==> config.mk <==
export PLATFORM = sky130hd
export DESIGN_NAME = regfile_param
export DESIGN_NICKNAME = d
export VERILOG_FILES = /design/src/rtl/regfile_param.sv
export SDC_FILE = /design/constraint.sdc
export NUM_CORES = 1
export LEC_CHECK = 0
export ABC_AREA = 0
export ABC_CLOCK_PERIOD_IN_PS = 20700
export CAP_MARGIN = 5
export CORE_UTILIZATION = 35
export CTS_BUF_LIST = sky130_fd_sc_hd__clkbuf_4 sky130_fd_sc_hd__clkbuf_8
export DETAILED_ROUTE_END_ITERATION = 7
export SLEW_MARGIN = 20
export SYNTH_ARGS = -nofsm -noshare
export SYNTH_HDL_FRONTEND = slang
export SYNTH_SLANG_ARGS = --single-unit
==> constraint.sdc <==
create_clock -name clk -period 20.7 [get_ports clk]
set_input_delay 3.105 -clock clk [delete_from_list [all_inputs] [get_ports clk]]
set_output_delay 3.105 -clock clk [all_outputs]
set_load 0.02 [all_outputs]
==> src/rtl/regfile_param.sv <==
// Multi-read-port register file with write-to-read bypass, optional zero register,
// per-entry busy scoreboard and a sequenced clear sweep.
module regfile_param #(
  parameter int unsigned DATA_W   = 16,
  parameter int unsigned ADDR_W   = 4,
  parameter int unsigned NUM_RD   = 2,
  parameter bit          ZERO_REG = 1'b0,
  parameter bit          BYPASS   = 1'b1
) (
  input  logic                       clk,
  input  logic                       rst,
  input  logic [NUM_RD*ADDR_W-1:0]   rd_addr,
  output logic [NUM_RD*DATA_W-1:0]   rd_data,
  output logic [NUM_RD-1:0]          rd_busy,
  input  logic                       wr_en,
  input  logic [ADDR_W-1:0]          wr_addr,
  input  logic [DATA_W-1:0]          wr_data,
  input  logic                       rsv_en,
  input  logic [ADDR_W-1:0]          rsv_addr,
  input  logic                       clr_req,
  output logic                       clr_busy
);

  localparam int unsigned DEPTH = 2 ** ADDR_W;

  typedef enum logic [0:0] {StIdle, StClr} state_e;

  state_e              state_q, state_d;
  logic [ADDR_W-1:0]   idx_q, idx_d;
  logic [DATA_W-1:0]   mem_q [DEPTH];
  logic [DEPTH-1:0]    sb_q;
  logic                idle;
  logic                wr_ok;
  logic                rsv_ok;
  logic [ADDR_W-1:0]   ra;

  assign idle   = (state_q == StIdle);
  // Entry 0 is untouchable when it is the hard-wired zero register.
  assign wr_ok  = idle && wr_en  && !(ZERO_REG && (wr_addr == '0));
  assign rsv_ok = idle && rsv_en && !(ZERO_REG && (rsv_addr == '0));

  always_ff @(posedge clk or posedge rst) begin
    if (rst) begin
      state_q <= StIdle;
      idx_q   <= '0;
    end else begin
      state_q <= state_d;
      idx_q   <= idx_d;
    end
  end

  always_comb begin
    state_d = state_q;
    idx_d   = idx_q;
    unique case (state_q)
      StIdle: begin
        if (clr_req) begin
          state_d = StClr;
          idx_d   = '0;
        end
      end
      StClr: begin
        if (idx_q == ADDR_W'(DEPTH - 1)) begin
          state_d = StIdle;
          idx_d   = '0;
        end else begin
          idx_d = idx_q + 1'b1;
        end
      end
      default: begin
        state_d = StIdle;
        idx_d   = '0;
      end
    endcase
  end

  always_comb begin
    clr_busy = (state_q == StClr);
  end

  always_ff @(posedge clk or posedge rst) begin
    if (rst) begin
      for (int i = 0; i < int'(DEPTH); i++) begin
        mem_q[i] <= '0;
      end
      sb_q <= '0;
    end else if (!idle) begin
      mem_q[idx_q] <= '0;
      sb_q[idx_q]  <= 1'b0;
    end else begin
      if (wr_ok) begin
        mem_q[wr_addr] <= wr_data;
        sb_q[wr_addr]  <= 1'b0;
      end
      // Later assignment wins: a new reservation supersedes the retiring write.
      if (rsv_ok) begin
        sb_q[rsv_addr] <= 1'b1;
      end
    end
  end

  always_comb begin
    rd_data = '0;
    rd_busy = '0;
    ra      = '0;
    for (int i = 0; i < int'(NUM_RD); i++) begin
      ra = rd_addr[i*ADDR_W +: ADDR_W];
      if (ZERO_REG && (ra == '0)) begin
        rd_data[i*DATA_W +: DATA_W] = '0;
        rd_busy[i]                  = 1'b0;
      end else if (BYPASS && idle && wr_en && (wr_addr == ra)) begin
        rd_data[i*DATA_W +: DATA_W] = wr_data;
        rd_busy[i]                  = 1'b0;
      end else begin
        rd_data[i*DATA_W +: DATA_W] = mem_q[ra];
        rd_busy[i]                  = sb_q[ra];
      end
    end
  end

endmodule

==> impl_metrics.csv, run 1 <==
group,metric,value,unit
cells_and_area,final_layout_size_suffix_gt1_frac,0.288,
power,finalPower,1690,uW
sta,fin_skew,0.0186,ns
sta,drv_slew,0,
routing,drt_iter0_markers,1122,
cells_and_area,diodes,0,
power,peakVddDrop,0.0455,mV
routing,wl,51400,um
synthesis,yosysTopAreaCellShare,0.455,
routing,avgViaCountPerCell,6.31,
power,switching_share,0.330,
floorplan,initial_core_util,0.355,
place,dp_hpwl,28600,um
setup_path,endpoint_kind,"output port",
clock_network,htreeDepth,2,
power,pwr-share-clk,0.333,
clock_network,path_clk_slew,0.06,ns
cells_and_area,final_cell_mix,"276 x dfrtp_1, 256 x a22o_1, 136 x mux4_2",
clock_network,numCtsBuffers,48,
sta,finalHoldViolCount,0,
clock_network,cts_resized,0,
floorplan,rows,76,
setup_path,reg2reg_slack,17.47,ns
power,netSwitchingPower,558,uW
clock_network,ctsHoldBuffers,0,
synthesis,avgSynthCellArea,13.8,sq um
routing,drt_pass1_iterations,7,
setup_path,crit_type,"primary input to output port",
cells_and_area,synthToLayoutAreaGrowth,15.9,%
place,place.gp.congestion,0.793,
synthesis,syn_nets,1143,
global_route,track_usage,0.235,
global_route,antenna_found_initial,0,
power,p_seq_frac,0.404,
status,status,"complete, no violations",
floorplan,die_y,211,um
synthesis,ys_types,44,
clock_network,cts_sinks,277,
synthesis,ys.flop_type,"dfrtp_1",
global_route,grt_max_degree,140,
job,drv_cap,0,
clock_network,worstSkewPairLatency,0.59,ns
clock_network,cts_setup_buffers,0,
clock_network,root_buffer,"clkbuf_8",
synthesis,seq_area_frac_synth,0.455,
sta,fin_tns_setup,0,ns
global_route,grt_pass1_vias,11400,
sta,rsz0062_at_grt,"no",
routing,drc,0,
sta,setup_ws,11.36,ns
global_route,grt_pass1_wl,76400,um
sta,setup_viol,0,
synthesis,synth_area_leaders,"dfrtp_1 45%, mux4_2 20%, a22o_1 15%",
sta,tightest_slew,1.03,ns
power,p_int,1130,uW
cells_and_area,layout_commonest_cell,"dfrtp_1",
place,io_buffers,71,
sta,period_needed,9.34,ns
sta,relSlewSlack,0.314,
synthesis,synth_edf_count,0,
routing,postRouteAntennaNets,0,
setup_path,start_kind,"primary input",
cells_and_area,num-fill-cells,4015,
routing,vias,11100,
min_path,hold_path.class,"flop to flop",
synthesis,synthCells,1102,
power,powerDensity,95.8,mW/mm^2
synthesis,syn_area,0.0152,sq mm
clock_network,clockBufferDepth,3,
floorplan,die_area,0.0444,sq mm
synthesis,ys_ff_latch,277,
setup_path,critPathMaxFanout,43,
sta,whs,0.516,ns
sta,timing.fmax,107,MHz
setup_path,crit_required,17.59,ns
global_route,grt_overflow,0,
cells_and_area,nNetsFinal,1171,
floorplan,core_area,0.0430,sq mm
power,p_leak,0.00767,uW
synthesis,async_reset_ff_frac,1.00,
floorplan,io_pins,72,
setup_path,critical_path_arrival,6.23,ns
synthesis,yosys.area.top_type,"dfrtp_1",
clock_network,cts_tree,"built",
power,combPwrFrac,0.263,
floorplan,die_x,211,um
sta,final.period_utilization,0.451,
place,place_ws,11.32,ns
synthesis,ys_warn_count,0,
routing,drt-wirelength-per-cell,29.3,um
==> metrics by stage <==
| stage | std cells | util | instance area (sq um) |
|---|---|---|---|
| floorplan | 1102 | - | 15200 |
| finish | 1754 | 0.411 | 17700 |
| global placement | 1664 | 0.385 | 16500 |
| detailed placement | 1664 | 0.385 | 16500 |
| CTS | 1753 | 0.410 | 17600 |
| global route | 1754 | 0.411 | 17700 |
==> sequential cells by signal (all words and copies together), names as in the netlist <==
register  cells
mem_q       256
sb_q         16
idx_q         4
clr_busy      1
==> cell families (layout without fill, tap and decap cells) <==
group	count (synthesis)	count (layout)	synth area share
adders and majority gates	4	4	0.00328
DFF	277	277	0.455
and+or+nand+nor	93	93	0.0331
muxes	269	269	0.291
buffers and inverters	138	205	0.0404
AOI/OAI and AO/OA	312	312	0.172
xor gates and xnor gates	9	9	0.00517
==> synthesized netlist by cell type, types with 2 or more instances <==
library cell  number
nor2_1            11
ha_1               4
xnor2_1            2
o211a_1            2
dfrtp_1          277
a22oi_1           10
mux2_2            34
nand3_1            5
a21oi_1            6
clkbuf_2           2
and2_1             2
nor2_4             3
a32oi_1            3
mux4_2           136
a22o_1           256
xor2_1             7
clkbuf_1          49
mux2i_1           99
a2bb2oi_1          4
buf_1             21
a31oi_1           16
o21ai_0           12
buf_2             53
nand2b_1           5
nand2_1           44
nor3_1             3
buf_4              4
and4b_1            2
nor4bb_1           2
nor3_2             3
nor2b_1            5
nand4bb_1          2
inv_1              7
==> path summary, 6_finish.rpt <==
path                            start          end  depth (start not counted)
hold reg to reg             mem_q[68]    mem_q[68]                          1
hold / removal              mem_q[68]    mem_q[68]                          1
max in group asynchronous         rst   mem_q[227]                          3
min in group asynchronous         rst   mem_q[218]                          2
setup / recovery           rd_addr[4]  rd_data[22]                          8
setup reg to reg             clr_busy   mem_q[252]                          6
==> worst max-delay path, stage by stage <==
cell and delay, ns:
buf_4 0.44, buf_4 0.76, xor2_1 0.21, nor3_1 0.06, nand3_1 0.26, buf_4 0.37, mux2_2 0.38, clkdlybuf4s50_1 0.56
==> power groups by stage <==
| stage | combinational (uW) | clock (uW) | sequential (uW) |
|---|---|---|---|
| 6_report | 445 | 565 | 684 |
| 5_1_grt | 465 | 597 | 693 |
| 4_1_cts | 440 | 572 | 681 |
| 3_5_place_dp | 439 | 0 | 689 |
| 3_3_place_gp | 434 | 0 | 685 |
| 2_1_floorplan | 290 | 0 | 671 |
==> routing by layer <==
metal | wire, um | global-route usage
met1 | 21200 | 0.316
met2 | 24100 | 0.363
met3 | 3780 | 0.0470
met4 | 2340 | 0.114
met5 | 0 | 0
==> final cells by class <==
type | count | area [sq um] | share of cell area
Multi-Input combinational cell | 687 | 7880 | 0.446
Sequential cell | 277 | 6930 | 0.392
Timing Repair Buffer | 109 | 996 | 0.0564
Clock buffer | 78 | 1020 | 0.0576
Tap cell | 585 | 732 | 0.0414
Clock inverter | 11 | 83.8 | 0.00474
Inverter | 7 | 33.8 | 0.00191
Note: power is estimated with default switching activity, not from simulation.
==> inputs of run 2 (changes only) <==
--- a/config.mk
+++ b/config.mk
@@ -6,7 +6,7 @@
 export NUM_CORES = 1
 export LEC_CHECK = 0
 export ABC_AREA = 0
-export ABC_CLOCK_PERIOD_IN_PS = 20700
+export ABC_CLOCK_PERIOD_IN_PS = 8800
 export CAP_MARGIN = 5
 export CORE_UTILIZATION = 35
 export CTS_BUF_LIST = sky130_fd_sc_hd__clkbuf_4 sky130_fd_sc_hd__clkbuf_8
==> constraint.sdc (replaced) <==
create_clock -name clk -period 8.8 [get_ports clk]
set_input_delay 1.32 -clock clk [delete_from_list [all_inputs] [get_ports clk]]
set_output_delay 1.32 -clock clk [all_outputs]
set_load 0.02 [all_outputs]
==> impl_metrics.csv, run 2 (synthesized netlist as in run 1, its figures left out) <==
group,metric,value,unit
routing,drc,0,
setup_path,ff2ff_path_depth,6,
power,p_seq_frac,0.417,
sta,period_needed,5.74,ns
floorplan,initial_core_util,0.355,
cells_and_area,final_layout_size_suffix_gt1_frac,0.283,
clock_network,cts_setup_buffers,0,
sta,drv_slew,0,
clock_network,numCtsBuffers,46,
cells_and_area,largest_reg_flops,256,
sta,rsz0062_at_grt,"no",
power,pwr-share-clk,0.316,
min_path,hp-start,"mem_q[133]",
clock_network,worstSkewPairLatency,0.60,ns
place,place.gp.congestion,0.773,
routing,drt_pass1_iterations,7,
power,peakVddDrop,0.137,mV
setup_path,reg2reg_slack,5.81,ns
routing,wl,50400,um
sta,setup_viol,0,
status,status,"complete, no violations",
routing,drt-wirelength-per-cell,28.8,um
min_path,min_to,"mem_q[133]",
sta,timing.fmax,174,MHz
cells_and_area,final_cell_mix,"276 x dfrtp_1, 256 x a22o_1, 136 x mux4_2",
place,io_buffers,71,
setup_path,cp_num_cells,7,
floorplan,die_y,211,um
min_path,hold_path_depth,1,
floorplan,rows,76,
sta,final.period_utilization,0.653,
cells_and_area,nNetsFinal,1175,
global_route,grt_pass1_wl,76100,um
clock_network,ctsHoldBuffers,0,
setup_path,path_buf_inv,3,
global_route,grt_pass1_vias,11400,
routing,avgViaCountPerCell,6.28,
floorplan,core_area,0.0430,sq mm
sta,fin_tns_setup,0,ns
clock_network,cts_tree,"built",
sta,relSlewSlack,0.344,
clock_network,clockBufferDepth,3,
floorplan,die_x,211,um
place,placed_cells,1670,
cells_and_area,final_core_util,0.408,
power,netSwitchingPower,1260,uW
setup_path,cp_slowest_cell,"buf_4",
cells_and_area,layout_commonest_cell,"dfrtp_1",
setup_path,endpoint_kind,"output port",
floorplan,die_area,0.0444,sq mm
global_route,antenna_found_initial,1,
setup_path,crit_required,7.48,ns
power,switching_share,0.328,
setup_path,cp-startpoint,"rd_addr[4]",
clock_network,path_clk_slew,0.06,ns
cells_and_area,regMostFlops,"mem_q",
power,powerDensity,220,mW/mm^2
power,p_leak,0.00760,uW
place,dp_hpwl,28600,um
clock_network,root_buffer,"clkbuf_8",
global_route,track_usage,0.232,
global_route,grt_max_degree,174,
routing,drt_iter0_markers,1142,
sta,finalHoldViolCount,0,
floorplan,io_pins,72,
setup_path,critical_path_arrival,4.42,ns
clock_network,cts_sinks,277,
setup_path,crit_type,"primary input to output port",
clock_network,htreeDepth,2,
global_route,grt_overflow,0,
cells_and_area,top_regs,"mem_q: 256 flops, sb_q: 16 flops, idx_q: 4 flops",
setup_path,worstPathCellList,"buf_4 > buf_4 > mux4_2 > mux2i_1 > mux2i_1 > mux2_2 > clkdlybuf4s50_1",
power,combPwrFrac,0.267,
sta,tightest_slew,0.984,ns
cells_and_area,synthToLayoutAreaGrowth,15.0,%
sta,fin_skew,0.0264,ns
min_path,hold_path.class,"flop to flop",
setup_path,crit_family,"buffers and inverters",
power,p_int,2590,uW
routing,vias,11000,
job,drv_cap,0,
setup_path,timing.rr.start,"clr_busy",
setup_path,start_kind,"primary input",
setup_path,critPathMaxStageDelay,0.72,ns
clock_network,cts_resized,0,
routing,postRouteAntennaNets,0,
cells_and_area,final_cells,1749,
setup_path,r2r_end,"mem_q[190]",
setup_path,critPathMaxFanout,46,
[run 2: worst max-delay path by stage]
stage	to	slack [ns]
5_1_grt	rd_data[18]	2.89
3_3_place_gp	rd_data[8]	3.02
6_report	rd_data[29]	3.06
2_1_floorplan	clr_busy	3.81
4_1_cts	rd_data[29]	3.03
3_5_place_dp	rd_data[29]	3.03
[run 2: cell type report]
class | count | area, sq um
diodes | 1 | 2.50
clock buffers | 70 | 901
clock inverters | 7 | 68.8
fillers | 4007 | 25400
inverters | 7 | 30.0
multi-input cells | 687 | 7820
flip-flops and latches | 277 | 6930
well taps | 585 | 732
repair buffers | 115 | 1050
[run 2: layer usage]
metal / wire length, um / share of wire / GRT usage
met4: 1760 / 0.035 / 0.0890
met1: 20900 / 0.41 / 0.312
met3: 3600 / 0.071 / 0.0436
met5: 0 / 0 / 0
met2: 24200 / 0.48 / 0.371
[run 2: worst register-to-register path, cell delays in order (launching register included)]
cell and delay [ns]:
dfrtp_2 0.39, buf_4 0.33, or4b_1 0.86, nor2_4 0.71, a31oi_2 0.05, buf_4 0.28, a22o_1 0.24
[run 2: power by group through the flow]
stage | combinational, uW | clock (uW) | sequential, uW
floorplan | 682 | 0 | 1580
global placement | 1010 | 0 | 1620
detailed placement | 1020 | 0 | 1620
CTS | 1030 | 1240 | 1600
global route | 1080 | 1300 | 1630
finish | 1030 | 1220 | 1610
[run 2: metrics by stage]
step	hold slack [ns]	power [uW]	instance area [sq um]	setup WS (ns)
after CTS	0.517	3870	17500	3.03
after detailed placement	0.497	2640	16500	3.03
after global routing	0.532	4010	17500	2.89
after floorplan	0.477	2260	15200	3.81
after global placement	0.494	2630	16500	3.02
final	0.516	3850	17500	3.06
==> variant 1, RTL diff (flow settings as in run 2) <==
Make the reset (`rst`) synchronous in 2 clocked blocks.
--- a/src/rtl/regfile_param.sv
+++ b/src/rtl/regfile_param.sv
@@ -41,3 +41,3 @@
 
-  always_ff @(posedge clk or posedge rst) begin
+  always_ff @(posedge clk) begin
     if (rst) begin
@@ -80,3 +80,3 @@
 
-  always_ff @(posedge clk or posedge rst) begin
+  always_ff @(posedge clk) begin
     if (rst) begin
Check against the original RTL: not equivalent (a bounded check fails within 4 cycles, from zero or initial values and one cycle with rst high; the reset may be asserted at any time).
==> variant 1 against run 2 <==
  * Sequential share of layout area is 7.0 points higher
  * Sequential cell count stayed put
  * Wire length is 13% lower
  * Cell count is 0.17% lower
  * Synthesized area is 0.91% higher
  * Worst setup slack worse by 0.038 ns
  * Non-clock buffer count is 28 lower
  * Via count is 10% lower
  * Design area is 0.66% lower
  * Synthesized cell count is 2.4% lower
  * Core utilization is 0.45 points lower
Power is not compared: it rests on default switching activity, and its combinational part moved more than twofold at a synthesized area within 25%.
==> variant 1: results (changes against run 2) <==
| Metric | Value |
|---|---|
| CP max FO | `42 (was 46)` |
| Antenna violations before repair | `0 (was 1)` |
| Drt first pass iters | `8 (was 7)` |
| Initial DRC Count | `940 (was 1142)` |
| Worst EP arrival | `4.46 ns (was 4.42 ns)` |
| Seq/Total Area, Yosys | `52.7% (was 45.5%)` |
| Num CTS Buffers | `50 (was 46)` |
| Post-synth EDFFs | `256 (was 0)` |
| Synth top cells by count | `nor2_1 (263), edfxtp_1 (256), mux4_2 (136), mux2i_1 (98), nand2_1 (41) (was dfrtp_1 (277), a22o_1 (256), mux4_2 (136), mux2i_1 (99), buf_2 (53))` |
| WL per Instance | `25.1 um (was 28.8 um)` |
| Outcome | `completed (unchanged)` |
| Layout cells sized above 1 | `25.9% (was 28.3%)` |
| Drt total wl | `43.8 mm (was 50.4 mm)` |
| Synth area leaders | `edfxtp_1 (50%), mux4_2 (20%), nor2_1 (6.4%), mux2i_1 (6.4%), dfxtp_1 (2.7%) (was dfrtp_1 (45%), mux4_2 (20%), a22o_1 (15%), mux2i_1 (6.5%), mux2_2 (2.5%))` |
| Post-DP HPWL | `27.0 mm (was 28.6 mm)` |
| Number of vias per cell | `5.65 (was 6.28)` |
| GPL Wtd Cong | `0.880 (was 0.773)` |
| First-pass GRT wire length | `65.0 mm (was 76.1 mm)` |
| Diode count | `0 (was 1)` |
| Prevailing post-synth register cell | `edfxtp_1 (was dfrtp_1)` |
| Cells after Synth | `1076 (was 1102)` |
| Setup WS pre-CTS | `2.92 ns (was 3.03 ns)` |
| DP Area | `16500 um2 (about the same)` |
| Max_slew headroom | `21.3% (was 34.4%)` |
| Largest net degree at the start of global routing | `50 (was 174)` |
## variant 1: routing by layer
layer	part of all wire (%)	up-vias	routed length (um)	track usage, %
li1	-	4245	-	-
met1	40	5078	17700	26.3
met2	48	457	20900	32.7
met3	9.1	87	3980	4.48
met4	2.9	0	1280	6.85
met5	0	-	0	0
## variant 1: through the flow
step | total power, uW | hold WS [ns] | util [%]
floorplan | 1810 | 0.460 | -
global placement | 1970 | 0.482 | 38.2
detailed placement | 1980 | 0.494 | 38.2
CTS | 3120 | 0.504 | 40.3
global route | 3200 | 0.526 | 40.3
finish | 3100 | 0.506 | 40.3
## variant 1: path summary, 6_finish.rpt
path | slack [ns] | cells past startpoint | start | endpoint
max | 3.02 | 7 | rd_addr[0] | rd_data[5]
min | 0.51 | 2 | sb_q[7] | sb_q[7]
max reg2reg | 4.89 | 5 | clr_busy | mem_q[3][14]
min reg2reg | 0.51 | 2 | sb_q[7] | sb_q[7]
## variant 1: critical path: stages
cell             delay (ns)
buf_4                  0.66
buf_4                  0.63
mux4_2                 0.59
mux2i_1                0.27
mux2i_1                0.13
mux2_2                 0.29
clkdlybuf4s50_1        0.54
## variant 1: power groups by stage
stage | registers [uW] | clock network, uW | logic (uW)
finish | 1510 | 1150 | 442
global route | 1520 | 1220 | 464
CTS | 1510 | 1160 | 443
detailed placement | 1540 | 0 | 441
global placement | 1540 | 0 | 439
floorplan | 1530 | 0 | 287
## variant 1: cell families after synthesis
| kind of cell | synth area share, % |
|---|---|
| adder cells (fa/ha/maj) | 0.325 |
| flip-flops | 52.7 |
| buffers and inverters | 3.04 |
| AO/OA/AOI/OAI | 2.06 |
| multiplexers | 29.7 |
| XOR/XNOR | 0.456 |
| AND/OR/NAND/NOR | 11.7 |
## variant 1: area by class of cell
| type | count | area [um2] |
|---|---|---|
| clock buffers | 63 | 792 |
| clock inverters | 27 | 123 |
| flip-flops and latches | 277 | 8110 |
| inverters | 5 | 18.8 |
| fillers | 4077 | 25800 |
| repair buffers | 87 | 811 |
| well taps | 585 | 732 |
| multi-input cells | 702 | 6830 |
==> variant 2, RTL diff (flow settings as in run 2) <==
Made on the original files. The parameter `ZERO_REG` goes from 1'b0 to 1'b1.
--- a/src/rtl/regfile_param.sv
+++ b/src/rtl/regfile_param.sv
@@ -6,3 +6,3 @@
   parameter int unsigned NUM_RD   = 2,
-  parameter bit          ZERO_REG = 1'b0,
+  parameter bit          ZERO_REG = 1'b1,
   parameter bit          BYPASS   = 1'b1
Formal check against the unedited RTL: not equivalent (Yosys sat finds a counterexample within 4 cycles, from zero or initial values and one cycle with rst high).
==> variant 2 against run 2 <==
  * Wire length increased by 0.34%
  * Design area decreased by 1.3%
  * Sequential cell count unchanged
  * Worst setup slack got worse by 0.64 ns
  * Synthesized area decreased by 0.43%
  * Power increased by 6.3%
  * First-iteration DRC count increased by 15%
  * Core utilization increased by 0.097 points
==> variant 2: results (changes against run 2) <==
| Metric | Value |
|---|---|
| Outcome | `completed (unchanged)` |
| Root Driver | `clkbuf_8 (unchanged)` |
| Hold WC Path Type | `register to register (unchanged)` |
| Leakage | `0.00746 uW (was 0.00760 uW)` |
| Post-CTS setup buffers | `0 (unchanged)` |
| Top Registers | `mem_q (256), sb_q (16), idx_q (4) (unchanged)` |
| Vias in the first global route | `11251 (was 11378)` |
| First-pass GRT wire length | `76.3 mm (was 76.1 mm)` |
| Worst-case reg-to-reg path depth | `4 (was 6)` |
| Htree depth | `2 (unchanged)` |
| Layout cells sized above 1 | `19.5% (was 28.3%)` |
| R2R setup slack | `5.80 ns (was 5.81 ns)` |
| Drt first pass iters | `5 (was 7)` |
| YS warnings | `0 (unchanged)` |
| Drt total wl | `50.6 mm (was 50.4 mm)` |
| Worst hold start | `sb_q[14] (was mem_q[133])` |
| Synth top cells by count | `dfrtp_1 (277), a22o_1 (251), mux2i_1 (128), mux4_2 (72), o22ai_1 (65) (was dfrtp_1 (277), a22o_1 (256), mux4_2 (136), mux2i_1 (99), buf_2 (53))` |
| Synth area leaders | `dfrtp_1 (46%), a22o_1 (14%), mux4_2 (11%), mux2i_1 (8.4%), o22ai_1 (2.7%) (was dfrtp_1 (45%), mux4_2 (20%), a22o_1 (15%), mux2i_1 (6.5%), mux2_2 (2.5%))` |
| Post-DP HPWL | `32.8 mm (was 28.6 mm)` |
| Antenna violations before repair | `0 (was 1)` |
| Largest net degree at the start of global routing | `175 (was 174)` |
| Via count | `11592 (was 10976)` |
| Initial DRC Count | `1308 (was 1142)` |
| Hold Path Sink | `sb_q[14] (was mem_q[133])` |
| Num CTS Buffers | `48 (was 46)` |
| Reg2Reg Launch Point | `clr_busy (unchanged)` |
| Seq/Total Area, Yosys | `45.7% (was 45.5%)` |
| Syn_nets | `1240 (was 1143)` |
| Worst EP arrival | `5.06 ns (was 4.42 ns)` |
| Actual slew at the worst max-slew pin | `1.21 ns (was 0.984 ns)` |
| Netlist cell types | `55 (was 44)` |
| VDD IR max | `0.0980 mV (was 0.137 mV)` |
| GPL Wtd Cong | `0.952 (was 0.773)` |
| Global Route Usage Sum | `23.0% (was 23.2%)` |
| CP max FO | `43 (was 46)` |
| FF-to-FF End | `sb_q[11] (was mem_q[190])` |
| Layout Skew | `0.0179 ns (was 0.0264 ns)` |
| Clock transition at the registers of the reported paths | `0.05 ns` |
[variant 2: changes by cell type after synthesis, sizes merged, moves of 11 or more]
cell and delta:
o22ai +65, mux4 -64, nand2 -35, nor2b +35
o31ai +34, mux2 -32, mux2i +29, a21oi +28
a211oi +18, buf +18, a2111oi +15, nand3 +14
o21ai -11
[variant 2: worst max-delay path: stages]
cell             delay, ns
buf_4                 0.63
buf_4                 0.58
or3_1                 0.68
or2_1                 0.64
o31ai_1               0.17
a21oi_1               0.33
clkdlybuf4s50_1       0.68
[variant 2: worst max-delay path by stage]
stage                      end        from  cells past startpoint
global route        rd_data[9]  rd_addr[0]                      7
floorplan             clr_busy         rst                      1
detailed placement  rd_data[9]  rd_addr[0]                      7
global placement    rd_data[9]  rd_addr[0]                      7
finish              rd_data[9]  rd_addr[0]                      7
CTS                 rd_data[9]  rd_addr[0]                      7
[variant 2: cell families after synthesis]
family	share of synthesized area, %
xor+xnor	0.519
simple gates	5.38
mux	19.3
flops	45.7
fa+ha+maj	0.330
buf+inv	5.15
compound gates	23.7
[variant 2: final cells by class]
type | count | area, um2
tap | 577 | 722
clock buffer | 72 | 928
antenna | 1 | 2.50
sequential | 277 | 6930
multi-input combinational | 773 | 7520
fill | 3980 | 25000
clock inverter | 18 | 308
timing repair buffer | 94 | 871
inverter | 5 | 22.5
[variant 2: routing by layer]
metal	vias up	global-route usage (%)	wire, um
met4	0	7.95	1610
met2	622	33.8	22500
met5	-	0	0
li1	4808	-	-
met1	6066	33.5	21600
met3	96	4.74	4910
[variant 2: stage by stage]
stage / total power, uW / cell area, um2 / std cells / hold slack (ns) / setup slack [ns]
final: 4090 / 17300 / 1817 / 0.506 / 2.42
after global routing: 4240 / 17300 / 1816 / 0.521 / 2.28
after CTS: 4090 / 17300 / 1816 / 0.511 / 2.46
after detailed placement: 2580 / 16000 / 1726 / 0.498 / 2.48
after global placement: 2560 / 16000 / 1726 / 0.488 / 2.50
after floorplan: 2270 / 15200 / 1199 / 0.477 / 3.81
[variant 2: report_power, final]
group,internal [uW],switching (uW)
Combinational,419,543
Clock,917,587
Sequential,1470,161
